[src/rtl/phy_lanes.sv]
// Per-lane symbol mux for the main link: normal data with per-lane skew, TPS1, TPS2, PRBS7.
// Latency: one dpclk from selection to txdat/txisk; lane i data path adds i*SKEW delay stages.
// No backpressure: a new word is produced every dpclk, the serialisers always accept it.
module phy_lanes #(
  parameter int LANES = 4,
  parameter int SKEW  = 2
) (
  input  logic                 dpclk,
  input  logic                 rstn,
  input  logic [2:0]           phymode,
  input  logic [1:0]           lanecnt,
  input  logic [16*LANES-1:0]  scrdat,
  input  logic [2*LANES-1:0]   scrisk,
  output logic [16*LANES-1:0]  txdat,
  output logic [2*LANES-1:0]   txisk
);

  localparam logic [15:0] SYM_D10 = 16'h4A4A;
  localparam logic [15:0] SYM_K28 = 16'hCBBC;
  localparam logic [6:0]  SEED    = 7'h7F;

  // Reset synchroniser: asserts immediately, releases on the second dpclk edge.
  logic [1:0] rst_sync;
  logic       srst_n;

  // Release reset synchronously so the first live edge sees a clean mode entry.
  always_ff @(posedge dpclk or negedge rstn) begin
    if (!rstn) rst_sync <= 2'b00;
    else       rst_sync <= {rst_sync[0], 1'b1};
  end

  assign srst_n = rst_sync[1];

  logic [2:0]  mode_q;
  logic [2:0]  cnt;
  logic [6:0]  lfsr;
  logic        entry;
  logic [2:0]  cnt_eff;
  logic [6:0]  st;
  logic        nb;
  logic [6:0]  lfsr_nxt;
  logic [15:0] prbs_word;
  int          act;
  logic [17:0] lane_tap [LANES];
  logic [16*LANES-1:0] nxt_dat;
  logic [2*LANES-1:0]  nxt_isk;

  // A mode change (including the first edge after reset) restarts the pattern generators.
  assign entry   = (phymode != mode_q);
  assign cnt_eff = entry ? 3'd0 : cnt;

  // Per-lane skew delay lines; they shift in every mode so history is always current.
  for (genvar i = 0; i < LANES; i++) begin : g_lane
    localparam int D = i * SKEW;
    logic [17:0] din;
    assign din = {scrisk[2*i +: 2], scrdat[16*i +: 16]};
    if (D == 0) begin : g_direct
      assign lane_tap[i] = din;
    end else begin : g_dly
      logic [17:0] sr [D];
      // Shift register of depth i*SKEW, cleared by reset.
      always_ff @(posedge dpclk or negedge srst_n) begin
        if (!srst_n) begin
          for (int k = 0; k < D; k++) sr[k] <= '0;
        end else begin
          sr[0] <= din;
          for (int k = 1; k < D; k++) sr[k] <= sr[k-1];
        end
      end
      assign lane_tap[i] = sr[D-1];
    end
  end

  // Generate the next 16 PRBS7 bits (x^7+x^6+1), bit 0 first; restart from seed on entry.
  always_comb begin
    nb        = 1'b0;
    prbs_word = '0;
    st        = entry ? SEED : lfsr;
    for (int k = 0; k < 16; k++) begin
      nb           = st[6] ^ st[5];
      prbs_word[k] = nb;
      st           = {st[5:0], nb};
    end
    lfsr_nxt = st;
  end

  // Active lane count from lanecnt, clipped to the lanes actually built.
  always_comb begin
    case (lanecnt)
      2'd0:    act = 1;
      2'd1:    act = 2;
      default: act = 4;
    endcase
    if (act > LANES) act = LANES;
  end

  // Select the symbols for every lane; inactive lanes and off modes send zero.
  always_comb begin
    nxt_dat = '0;
    nxt_isk = '0;
    for (int i = 0; i < LANES; i++) begin
      if (i < act) begin
        case (phymode)
          3'd1: begin
            nxt_dat[16*i +: 16] = lane_tap[i][15:0];
            nxt_isk[2*i +: 2]   = lane_tap[i][17:16];
          end
          3'd2: nxt_dat[16*i +: 16] = SYM_D10;
          3'd3: begin
            if (cnt_eff < 3'd2) begin
              nxt_dat[16*i +: 16] = SYM_K28;
              nxt_isk[2*i +: 2]   = 2'b01;
            end else begin
              nxt_dat[16*i +: 16] = SYM_D10;
            end
          end
          3'd4: nxt_dat[16*i +: 16] = prbs_word;
          default: ;
        endcase
      end
    end
  end

  // Mode tracking and pattern state; generators hold while their mode is not selected.
  always_ff @(posedge dpclk or negedge srst_n) begin
    if (!srst_n) begin
      mode_q <= 3'd0;
      cnt    <= 3'd0;
      lfsr   <= SEED;
    end else begin
      mode_q <= phymode;
      if (phymode == 3'd3) cnt <= (cnt_eff == 3'd4) ? 3'd0 : cnt_eff + 3'd1;
      if (phymode == 3'd4) lfsr <= lfsr_nxt;
    end
  end

  // Output register: one word per dpclk, whole word from a single mode decision.
  always_ff @(posedge dpclk or negedge srst_n) begin
    if (!srst_n) begin
      txdat <= '0;
      txisk <= '0;
    end else begin
      txdat <= nxt_dat;
      txisk <= nxt_isk;
    end
  end

endmodule

[config.mk]
export PLATFORM = sky130hd
export DESIGN_NAME = phy_lanes
export DESIGN_NICKNAME = d
export VERILOG_FILES = /design/src/rtl/phy_lanes.sv
export SDC_FILE = /design/constraint.sdc
export NUM_CORES = 1
export LEC_CHECK = 0
export CAP_MARGIN = 15
export CORE_MARGIN = 2
export CORE_UTILIZATION = 55
export CTS_CLUSTER_SIZE = 14
export DETAILED_ROUTE_END_ITERATION = 10
export PLACE_DENSITY_LB_ADDON = 0.1
export SYNTH_ARGS = -nofsm -noshare
export SYNTH_HDL_FRONTEND = slang
export SYNTH_SLANG_ARGS = --single-unit
[constraint.sdc]
create_clock -name dpclk -period 15.2 [get_ports dpclk]
set_clock_uncertainty 0.05 [all_clocks]
set_input_delay 3.8 -clock dpclk [delete_from_list [all_inputs] [get_ports dpclk]]
set_output_delay 3.8 -clock dpclk [all_outputs]
set_load 0.02 [all_outputs]
==> run_results.csv, run 1 <==
group,metric,value,unit
run_status,status,"complete, no violations",
logic_synthesis,synth-edff-count,0,
clocking,cts.sinks,303,
logic_synthesis,synth_fa_ha_area_frac,0.00552,
sta,fmax,0.173,GHz
pwr,power_frac_seq,0.513,
sta,worst_pin_slew,1.01,ns
logic_synthesis,synth-simple-area-share,0.0557,
logic_synthesis,synth_area_per_cell,16.1,um^2
clocking,clk-insertion-delay-late,0.54,ns
logic_synthesis,ys_seq_elements,303,
floorplan,die_w,132,um
logic_synthesis,ys_types,44,
drt,initialDrtViolationCount,362,
critical_path,cpLargestDelayFamily,"simple AND/OR/NAND/NOR gates",
logic_synthesis,synthCells,562,
critical_path,rr_worst_depth,3,
critical_path,cp_max_fo,10,
logic_synthesis,async_reset_ff_frac,1.00,
clocking,clock_tree.buffer_depth,3,
floorplan,fp.dieH,132,um
pwr,irDropWorstVdd,0.107,mV
clocking,h-tree-depth,1,
logic_synthesis,synth-main-ff-cell,"dfrtp_1",
logic_synthesis,synth_mux_area_frac,0,
critical_path,critPathLaunchType,"primary input",
critical_path,path_depth,8,
global_route,grt_pass1_vias,5253,
sta,rsz0062_at_grt,"no",
drt,totalWireLength,17500,um
clocking,cts_tree,"yes",
drt,avgViaCountPerCell,5.07,
critical_path,cp-endpoint,"cnt[0]",
sta,hold_viol,0,
critical_path,cp.required,15.60,ns
layout,diodes,0,
critical_path,worstReg2RegStart,"rst_sync[1]",
sta,maxSlewViolCount,0,
critical_path,cp.arrival,6.20,ns
global_route,overflow,0,
pwr,pwr-share-comb,0.066,
clocking,cts.repair.resized,0,
layout,drive_gt1_frac,0.0979,
sta,maxSlewHeadroom,0.328,
critical_path,crit_buf_inv,1,
floorplan,dieArea,17500,um^2
pwr,pwr-share-clk,0.421,
drt,routedWlPerCell,18.2,um
pwr,p_sw,0.000366,W
critical_path,crit_start,"phymode[2]",
pwr,finalPower,0.00169,W
logic_synthesis,synthXorXnorAreaFrac,0.0217,
sta,fin_crit_sh,0.381,
global_route,grt.total_usage,0.207,
critical_path,reg2reg_slack,12.86,ns
critical_path,cpMaxStageDelayCell,"clkdlybuf4s50_1",
run,maxCapViolCount,0,
drt,drc,0,
sta,fin_crit,5.79,ns
clocking,numCtsBuffers,29,
pwr,p_sw_frac,0.216,
place,numPortBuffers,150,
logic_synthesis,synth_top_family_by_area,"compound AO/OA/AOI/OAI gates",
clocking,cts_root_buffer,"clkbuf_16",
clocking,clk_pin_slew_worst_paths,0.06,ns
floorplan,placementRows,46,
logic_synthesis,syn-num-nets,645,
layout,syn2layout_area_growth,29.6,%
drt,num_vias,4879,
critical_path,r2r_end,"txdat[14]",
pwr,powerDensity,144,nW/um^2
global_route,antenna_found_initial,0,
critical_path,end_kind,"flop",
logic_synthesis,yosysWarnings,0,
min_path,hp-class,"reg2reg",
logic_synthesis,yosysSeqAreaShare,0.837,
sta,setup_viol,0,
sta,final.setup.tns,0,ns
drt,ant_nets,0,
global_route,grt_max_degree,90,
place,gp_congestion,0.819,
critical_path,cpPeakStageDelay,0.62,ns
floorplan,initial_core_util,0.567,
logic_synthesis,synth_compound_area_frac,0.0654,
pwr,internal_power,0.00133,W
critical_path,cp_cell_sequence,"clkdlybuf4s50_1 -> xnor2_1 -> and3_1 -> nand2_1 -> ha_1 -> a21oi_1 -> nor2_1 -> o21ai_0",
logic_synthesis,syn_area,9070,um^2
clocking,postCtsHoldBufs,0,
drt,first_pass_iters,4,
layout,layout.nets,809,
global_route,grt_pass1_wl,28100,um
floorplan,coreArea,16000,um^2
place,hpwl,11000,um
pwr,power.leakage,5.20,nW
clocking,postCtsSetupRepairBufs,0,
floorplan,io-pin-count,151,
critical_path,path_class,"in2reg",
==> routing by layer <==
layer  vias up  routed length, um  global-route usage
li1       2151                  -                   -
met1      2495               6530               0.263
met2       183               9100               0.351
met3        50               1290              0.0498
met4         0                577              0.0777
met5         -                  0             0.00833
==> state kept, by name, summed over array words and instances (netlist names) <==
| register | flops |
|---|---|
| cnt | 3 |
| g_lane.g_dly.sr | 216 |
| lfsr | 7 |
| mode_q | 3 |
| rst_sync | 2 |
| txdat | 64 |
| txisk | 8 |
==> per-stage QoR <==
stage | util | hold slack (ns) | area (um^2) | cells | setup WS, ns
final | 0.735 | 0.287 | 11800 | 962 | 9.41
after global routing | 0.735 | 0.292 | 11800 | 962 | 9.28
after CTS | 0.733 | 0.289 | 11700 | 961 | 9.46
after detailed placement | 0.673 | 0.285 | 10800 | 910 | 8.91
after global placement | 0.673 | 0.281 | 10800 | 910 | 9.08
after floorplan | - | 0.281 | 9070 | 562 | 6.09
==> synth_stat cells (all sizes together) (3+ instances only) <==
library cell / n / share of area
xor2: 12 / 0.012
a22o: 4 / 0.0039
inv: 5 / 0.0021
nand2b: 4 / 0.0028
a21oi: 74 / 0.043
buf: 14 / 0.0090
nand2: 83 / 0.034
nor2: 5 / 0.0021
xnor2: 7 / 0.0076
dfrtp: 296 / 0.82
clkbuf: 8 / 0.0033
nor3: 3 / 0.0041
o21ai: 7 / 0.0047
ha: 4 / 0.0055
a31oi: 5 / 0.0058
dfstp: 7 / 0.020
and3: 4 / 0.0028
==> cell families after synthesis <==
| logic type | after synthesis |
|---|---|
| buffers and inverters | 27 |
| AO/OA/AOI/OAI | 97 |
| AND/OR/NAND/NOR | 110 |
| adder cells (fa/ha/maj) | 4 |
| flip-flops | 303 |
| XOR/XNOR | 20 |
| other | 1 |
==> power groups by stage <==
stage                     clock (W)  combinational, W  sequential [W]
final                      0.000714          0.000111        0.000868
after global routing       0.000766          0.000122        0.000872
after detailed placement          0          0.000111        0.000883
after global placement            0          0.000108        0.000880
after CTS                  0.000730          0.000112        0.000869
after floorplan                   0         0.0000426        0.000894
==> worst min path at each step <==
stage / start / endpoint / slack (ns) / cells after the start
after floorplan: g_lane[1].g_dly.sr[18] / g_lane[1].g_dly.sr[0] / 0.28 / 0
after global placement: g_lane[3].g_dly.sr[72] / g_lane[3].g_dly.sr[54] / 0.28 / 0
after detailed placement: g_lane[2].g_dly.sr[60] / g_lane[2].g_dly.sr[42] / 0.28 / 0
after CTS: g_lane[2].g_dly.sr[59] / g_lane[2].g_dly.sr[41] / 0.29 / 0
after global routing: g_lane[2].g_dly.sr[59] / g_lane[2].g_dly.sr[41] / 0.29 / 0
final: g_lane[2].g_dly.sr[59] / g_lane[2].g_dly.sr[41] / 0.29 / 0
==> layout by cell type (no fill, tap or decap), types with 3 or more instances in the layout <==
| cell | Yosys | layout |
|---|---|---|
| inv_1 | 4 | 4 |
| buf_4 | 3 | 4 |
| a22o_1 | 4 | 4 |
| dfrtp_1 | 296 | 295 |
| o21ai_0 | 5 | 5 |
| clkbuf_1 | 8 | 8 |
| a31oi_1 | 3 | 3 |
| dfstp_2 | 7 | 7 |
| nor2_1 | 5 | 5 |
| clkdlybuf4s50_1 | 0 | 150 |
| nand2b_1 | 4 | 4 |
| a21oi_1 | 69 | 69 |
| bufinv_16 | 0 | 3 |
| a21oi_2 | 5 | 5 |
| clkbuf_8 | 0 | 6 |
| clkbuf_16 | 0 | 29 |
| and3_1 | 4 | 4 |
| xor2_1 | 12 | 12 |
| ha_1 | 4 | 4 |
| nand2_1 | 83 | 83 |
| xnor2_1 | 6 | 6 |
==> area by class of cell <==
type	count	area, um^2
sequential	303	7590
tap	216	270
timing repair buffer	155	1560
clock inverter	8	125
clock buffer	43	838
multi-input combinational	232	1350
inverter	5	18.8
fill	1059	4250
Power figures use the tool's default switching activity.
==> run 2: changes to the inputs <==
- CORE_UTILIZATION: 55 -> 52
- clock period: 15.2 -> 6.02 ns (I/O delays scaled with it)
==> run_results.csv, run 2 (same netlist as run 1, synthesis figures left out) <==
group,metric,value,unit
sta,maxSlewViolCount,0,
critical_path,rr_worst_depth,7,
critical_path,cpPeakStageDelay,0.60,ns
clocking,clk_pin_slew_worst_paths,0.06,ns
clocking,postCtsHoldBufs,0,
layout,regMostFlops,"g_lane.g_dly.sr",
drt,initialDrtViolationCount,285,
floorplan,coreArea,17200,um^2
floorplan,die_w,136,um
layout,drive_gt1_frac,0.0992,
drt,avgViaCountPerCell,4.87,
clocking,cts_root_buffer,"clkbuf_16",
place,dp.cells,919,
pwr,power_frac_seq,0.516,
pwr,pwr-share-clk,0.417,
critical_path,cp_max_fo,10,
global_route,grt.total_usage,0.187,
critical_path,cpMaxStageDelayCell,"clkdlybuf4s50_1",
pwr,pwr-share-comb,0.067,
floorplan,initial_core_util,0.528,
sta,fin_crit_sh,0.590,
layout,final_util,0.683,
global_route,antenna_found_initial,0,
sta,fmax,0.282,GHz
clocking,postCtsSetupRepairBufs,0,
sta,rsz0062_at_grt,"no",
sta,maxSlewHeadroom,0.312,
clocking,clock_tree.buffer_depth,3,
pwr,irDropWorstVdd,0.257,mV
drt,totalWireLength,16700,um
floorplan,placementRows,48,
pwr,powerDensity,361,nW/um^2
critical_path,path_class,"in2reg",
floorplan,fp.dieH,136,um
global_route,grt_pass1_wl,26100,um
critical_path,critPathLaunchType,"primary input",
place,hpwl,10700,um
layout,largest_register_ffs,216,
drt,drc,0,
sta,final.setup.tns,0,ns
critical_path,path_depth,8,
run,maxCapViolCount,0,
layout,layout.nets,808,
sta,hold_viol,0,
layout,syn2layout_area_growth,29.4,%
critical_path,end_kind,"flop",
min_path,hp-class,"reg2async",
run_status,status,"complete, no violations",
critical_path,cp.required,6.44,ns
pwr,finalPower,0.00424,W
drt,num_vias,4725,
sta,setup_viol,0,
layout,diodes,0,
pwr,p_sw_frac,0.218,
global_route,grt_max_degree,205,
critical_path,cpLargestDelayFamily,"simple AND/OR/NAND/NOR gates",
drt,first_pass_iters,4,
clocking,cts.repair.resized,0,
clocking,numCtsBuffers,29,
place,gp_congestion,0.828,
drt,routedWlPerCell,17.2,um
clocking,h-tree-depth,1,
pwr,internal_power,0.00331,W
global_route,overflow,0,
global_route,grt_pass1_vias,4826,
sta,worst_pin_slew,1.03,ns
critical_path,crit_buf_inv,1,
place,numPortBuffers,150,
sta,hold_ws,0.107,ns
critical_path,cp.arrival,3.96,ns
layout,layout_common_cells,"dfrtp_1, clkdlybuf4s50_1, nand2_1, a21oi_1, clkbuf_16",
floorplan,dieArea,18500,um^2
pwr,p_sw,0.000925,W
layout,layoutNonFillerInstCount,971,
clocking,cts_tree,"yes",
critical_path,cp_cell_sequence,"clkdlybuf4s50_1 -> xnor2_1 -> and3_1 -> nand2_1 -> ha_1 -> nor2_1 -> a21oi_1 -> o22ai_1",
clocking,clk-insertion-delay-late,0.55,ns
layout,mostFrequentLayoutCell,"dfrtp_1",
floorplan,io-pin-count,151,
drt,ant_nets,0,
sta,fin_crit,3.55,ns
pwr,power.leakage,5.20,nW
layout,reg.largest.list,"g_lane.g_dly.sr x216, txdat x64, txisk x8",
clocking,cts.sinks,303,
==> run 2: cell count changes in the layout (fill, tap and decap cells not counted) <==
cell,before,now
bufinv_16,3,2
inv_16,0,1
clkinv_2,2,6
buf_4,4,3
buf_16,1,0
clkbuf_1,8,7
buf_12,0,1
inv_6,2,0
==> run 2: final timing paths <==
path | from | end | slack [ns]
worst min-delay path | rst_sync[1] | txdat[35] | 0.11
worst min register to register | rst_sync[1] | txdat[35] | 0.11
min in group dpclk | g_lane[3].g_dly.sr[69] | g_lane[3].g_dly.sr[51] | 0.28
worst max-delay path | phymode[2] | cnt[2] | 2.47
worst max register to register | mode_q[0] | cnt[2] | 3.71
max in group asynchronous | rst_sync[1] | g_lane[3].g_dly.sr[3] | 4.54
==> run 2: worst register-to-register path, delay by kind of cell (launching register included) <==
kind | cells | cell delay [ns]
and+or+nand+nor | 3 | 0.78
xor gates and xnor gates | 1 | 0.45
DFF | 1 | 0.39
AOI/OAI and AO/OA | 2 | 0.29
adders and majority gates | 1 | 0.26
==> run 2: cell type report <==
class,count,area (um^2)
Clock buffer,42,835
Clock inverter,10,118
Sequential cell,303,7590
Timing Repair Buffer,154,1540
Multi-Input combinational cell,232,1350
Fill cell,1186,5440
Inverter,5,18.8
Tap cell,225,282
==> run 2: power by group through the flow <==
stage	Clock, W	Sequential, W	Combinational, W
floorplan	0	0.00226	0.000108
global placement	0	0.00222	0.000282
detailed placement	0	0.00222	0.000286
CTS	0.00181	0.00219	0.000288
global route	0.00190	0.00220	0.000311
finish	0.00177	0.00219	0.000285
==> run 2: per-stage QoR <==
stage | worst slack (ns) | area, um^2
2_1_floorplan | 1.02 | 9070
3_3_place_gp | 2.21 | 10800
3_5_place_dp | 1.98 | 10800
4_1_cts | 2.55 | 11700
5_1_grt | 2.32 | 11700
6_report | 2.47 | 11700
==> run 2: metal layers <==
layer,up-vias,part of all wire,track usage
met4,0,0.026,0.0590
li1,2149,-,-
met3,36,0.055,0.0377
met1,2397,0.44,0.269
met2,143,0.48,0.293
met5,-,0,0
==> run 3: changes to the inputs <==
- clock period: 6.02 -> 3.4 ns (I/O delays scaled with it)
==> run_results.csv, run 3 (same netlist as run 1, synthesis figures left out) <==
group,metric,value,unit
global_route,grt.met3_usage,0.0380,
global_route,antenna_found_initial,0,
place,detailedPlace.worstSlack,0.298,ns
run_status,status,"complete, no violations",
critical_path,cp.required,3.79,ns
drt,first_pass_iters,5,
drt,initialDrtViolationCount,430,
clocking,clk_pin_slew_worst_paths,0.06,ns
clocking,cts_tree,"yes",
layout,diodes,0,
layout,layout_common_cells,"dfrtp_1, clkdlybuf4s50_1, nand2_1, a21oi_1, clkbuf_16",
sta,worst_pin_slew,0.644,ns
layout,largest_register_ffs,216,
layout,reg.largest.list,"g_lane.g_dly.sr x216, txdat x64, txisk x8",
clocking,clk-insertion-delay-late,0.52,ns
clocking,postCtsHoldBufs,0,
sta,maxSlewHeadroom,0.570,
critical_path,end_kind,"flop",
sta,setup_ws,0.819,ns
drt,drc,0,
sta,fin_crit_sh,0.759,
sta,setup_viol,0,
floorplan,io-pin-count,151,
floorplan,coreArea,17200,um^2
sta,fmax,0.387,GHz
clocking,cts.repair.resized,0,
clocking,numCtsBuffers,28,
sta,hold_viol,0,
critical_path,path_class,"in2reg",
layout,regArea,7590,um^2
floorplan,initial_core_util,0.528,
global_route,grt_pass1_vias,5155,
place,numPortBuffers,150,
pwr,power.leakage,5.24,nW
place,hpwl,11200,um
run,maxCapViolCount,0,
critical_path,cp_max_fo,10,
sta,final.setup.tns,0,ns
layout,syn2layout_area_growth,30.3,%
layout,drive_gt1_frac,0.107,
min_path,hp-class,"reg2reg",
floorplan,dieArea,18500,um^2
global_route,grt_pass1_wl,27400,um
critical_path,reg2reg_slack,1.41,ns
drt,avgViaCountPerCell,4.88,
pwr,powerDensity,635,nW/um^2
drt,num_vias,4780,
clocking,h-tree-depth,1,
sta,fin_crit,2.58,ns
layout,regMostFlops,"g_lane.g_dly.sr",
clocking,cts_root_buffer,"clkbuf_16",
global_route,grt_busiest_layer,"met2",
layout,fillCellCount,1167,
drt,totalWireLength,17400,um
floorplan,placementRows,48,
place,gp_congestion,0.844,
critical_path,cpPeakStageDelay,0.61,ns
layout,multiInputGateArea,1350,um^2
global_route,grt.total_usage,0.197,
drt,routedWlPerCell,17.8,um
drt,ant_nets,0,
floorplan,die_w,136,um
global_route,overflow,0,
critical_path,cpMaxStageDelayCell,"clkdlybuf4s50_1",
clocking,clock_tree.buffer_depth,3,
sta,maxSlewViolCount,0,
clocking,cts.sinks,303,
global_route,grt_util_met1,0.277,
sta,rsz0062_at_grt,"no",
global_route,globalRouteMet2Util,0.321,
critical_path,cp.arrival,2.97,ns
layout,layout.nets,817,
floorplan,fp.dieH,136,um
critical_path,cp_cell_sequence,"clkdlybuf4s50_1 -> xnor2_1 -> and3_1 -> nand2_1 -> ha_1 -> nor2_1 -> a21oi_1 -> o22ai_1",
critical_path,critPathLaunchType,"primary input",
clocking,postCtsSetupRepairBufs,0,
global_route,grt_max_degree,96,
layout,mostFrequentLayoutCell,"dfrtp_1",
pwr,irDropWorstVdd,0.445,mV
==> run 3: cell count changes in the layout (fill, tap and decap cells not counted) <==
| cell | before | now |
|---|---|---|
| buf_12 | 1 | 2 |
| inv_16 | 1 | 0 |
| inv_6 | 0 | 1 |
| clkbuf_8 | 6 | 8 |
| buf_4 | 3 | 12 |
| clkinv_2 | 6 | 1 |
| clkbuf_1 | 7 | 8 |
==> run 3: routing by layer <==
metal	vias up	share of wire
met5	-	0
met4	0	0.017
met3	23	0.061
met2	152	0.50
met1	2433	0.42
li1	2172	-
==> run 3: layout make-up <==
class | instances | area share
sequential | 303 | 0.642
timing repair buffer | 164 | 0.138
multi-input combinational | 232 | 0.114
clock buffer | 45 | 0.0732
tap | 225 | 0.0238
clock inverter | 5 | 0.00688
inverter | 5 | 0.00159
==> run 3: critical path, delay by kind of cell <==
family,cells,cell delay (ns)
buffers and inverters,1,0.61
XOR/XNOR,1,0.52
AO/OA/AOI/OAI,2,0.25
adder cells (fa/ha/maj),1,0.23
AND/OR/NAND/NOR,3,0.50
==> run 3: worst paths after layout <==
kind / startpoint / endpoint / cells past startpoint
min reg2reg: g_lane[3].g_dly.sr[41] / g_lane[3].g_dly.sr[23] / 0
min in group asynchronous: rst_sync[1] / g_lane[1].g_dly.sr[2] / 0
min: g_lane[3].g_dly.sr[41] / g_lane[3].g_dly.sr[23] / 0
max reg2reg: cnt[2] / txdat[38] / 5
max in group asynchronous: rst_sync[1] / lfsr[5] / 1
max: phymode[2] / cnt[2] / 8
==> run 3: per-stage QoR <==
stage	util	total power [W]	hold slack [ns]	std cells	instance area [um^2]
2_1_floorplan	-	0.00418	0.281	562	9070
5_1_grt	0.688	0.00780	0.294	979	11800
6_report	0.688	0.00751	0.291	979	11800
3_5_place_dp	0.633	0.00446	0.285	929	10900
3_3_place_gp	0.633	0.00444	0.281	929	10900
4_1_cts	0.688	0.00759	0.293	979	11800
==> run 3: report_power, final <==
| group | leakage, nW | switching [W] | internal, W |
|---|---|---|---|
| logic | 1.11 | 0.000287 | 0.000224 |
| clock network | 0.461 | 0.00123 | 0.00189 |
| registers | 3.67 | 0.0000870 | 0.00379 |
| total | 5.24 | 0.00161 | 0.00591 |
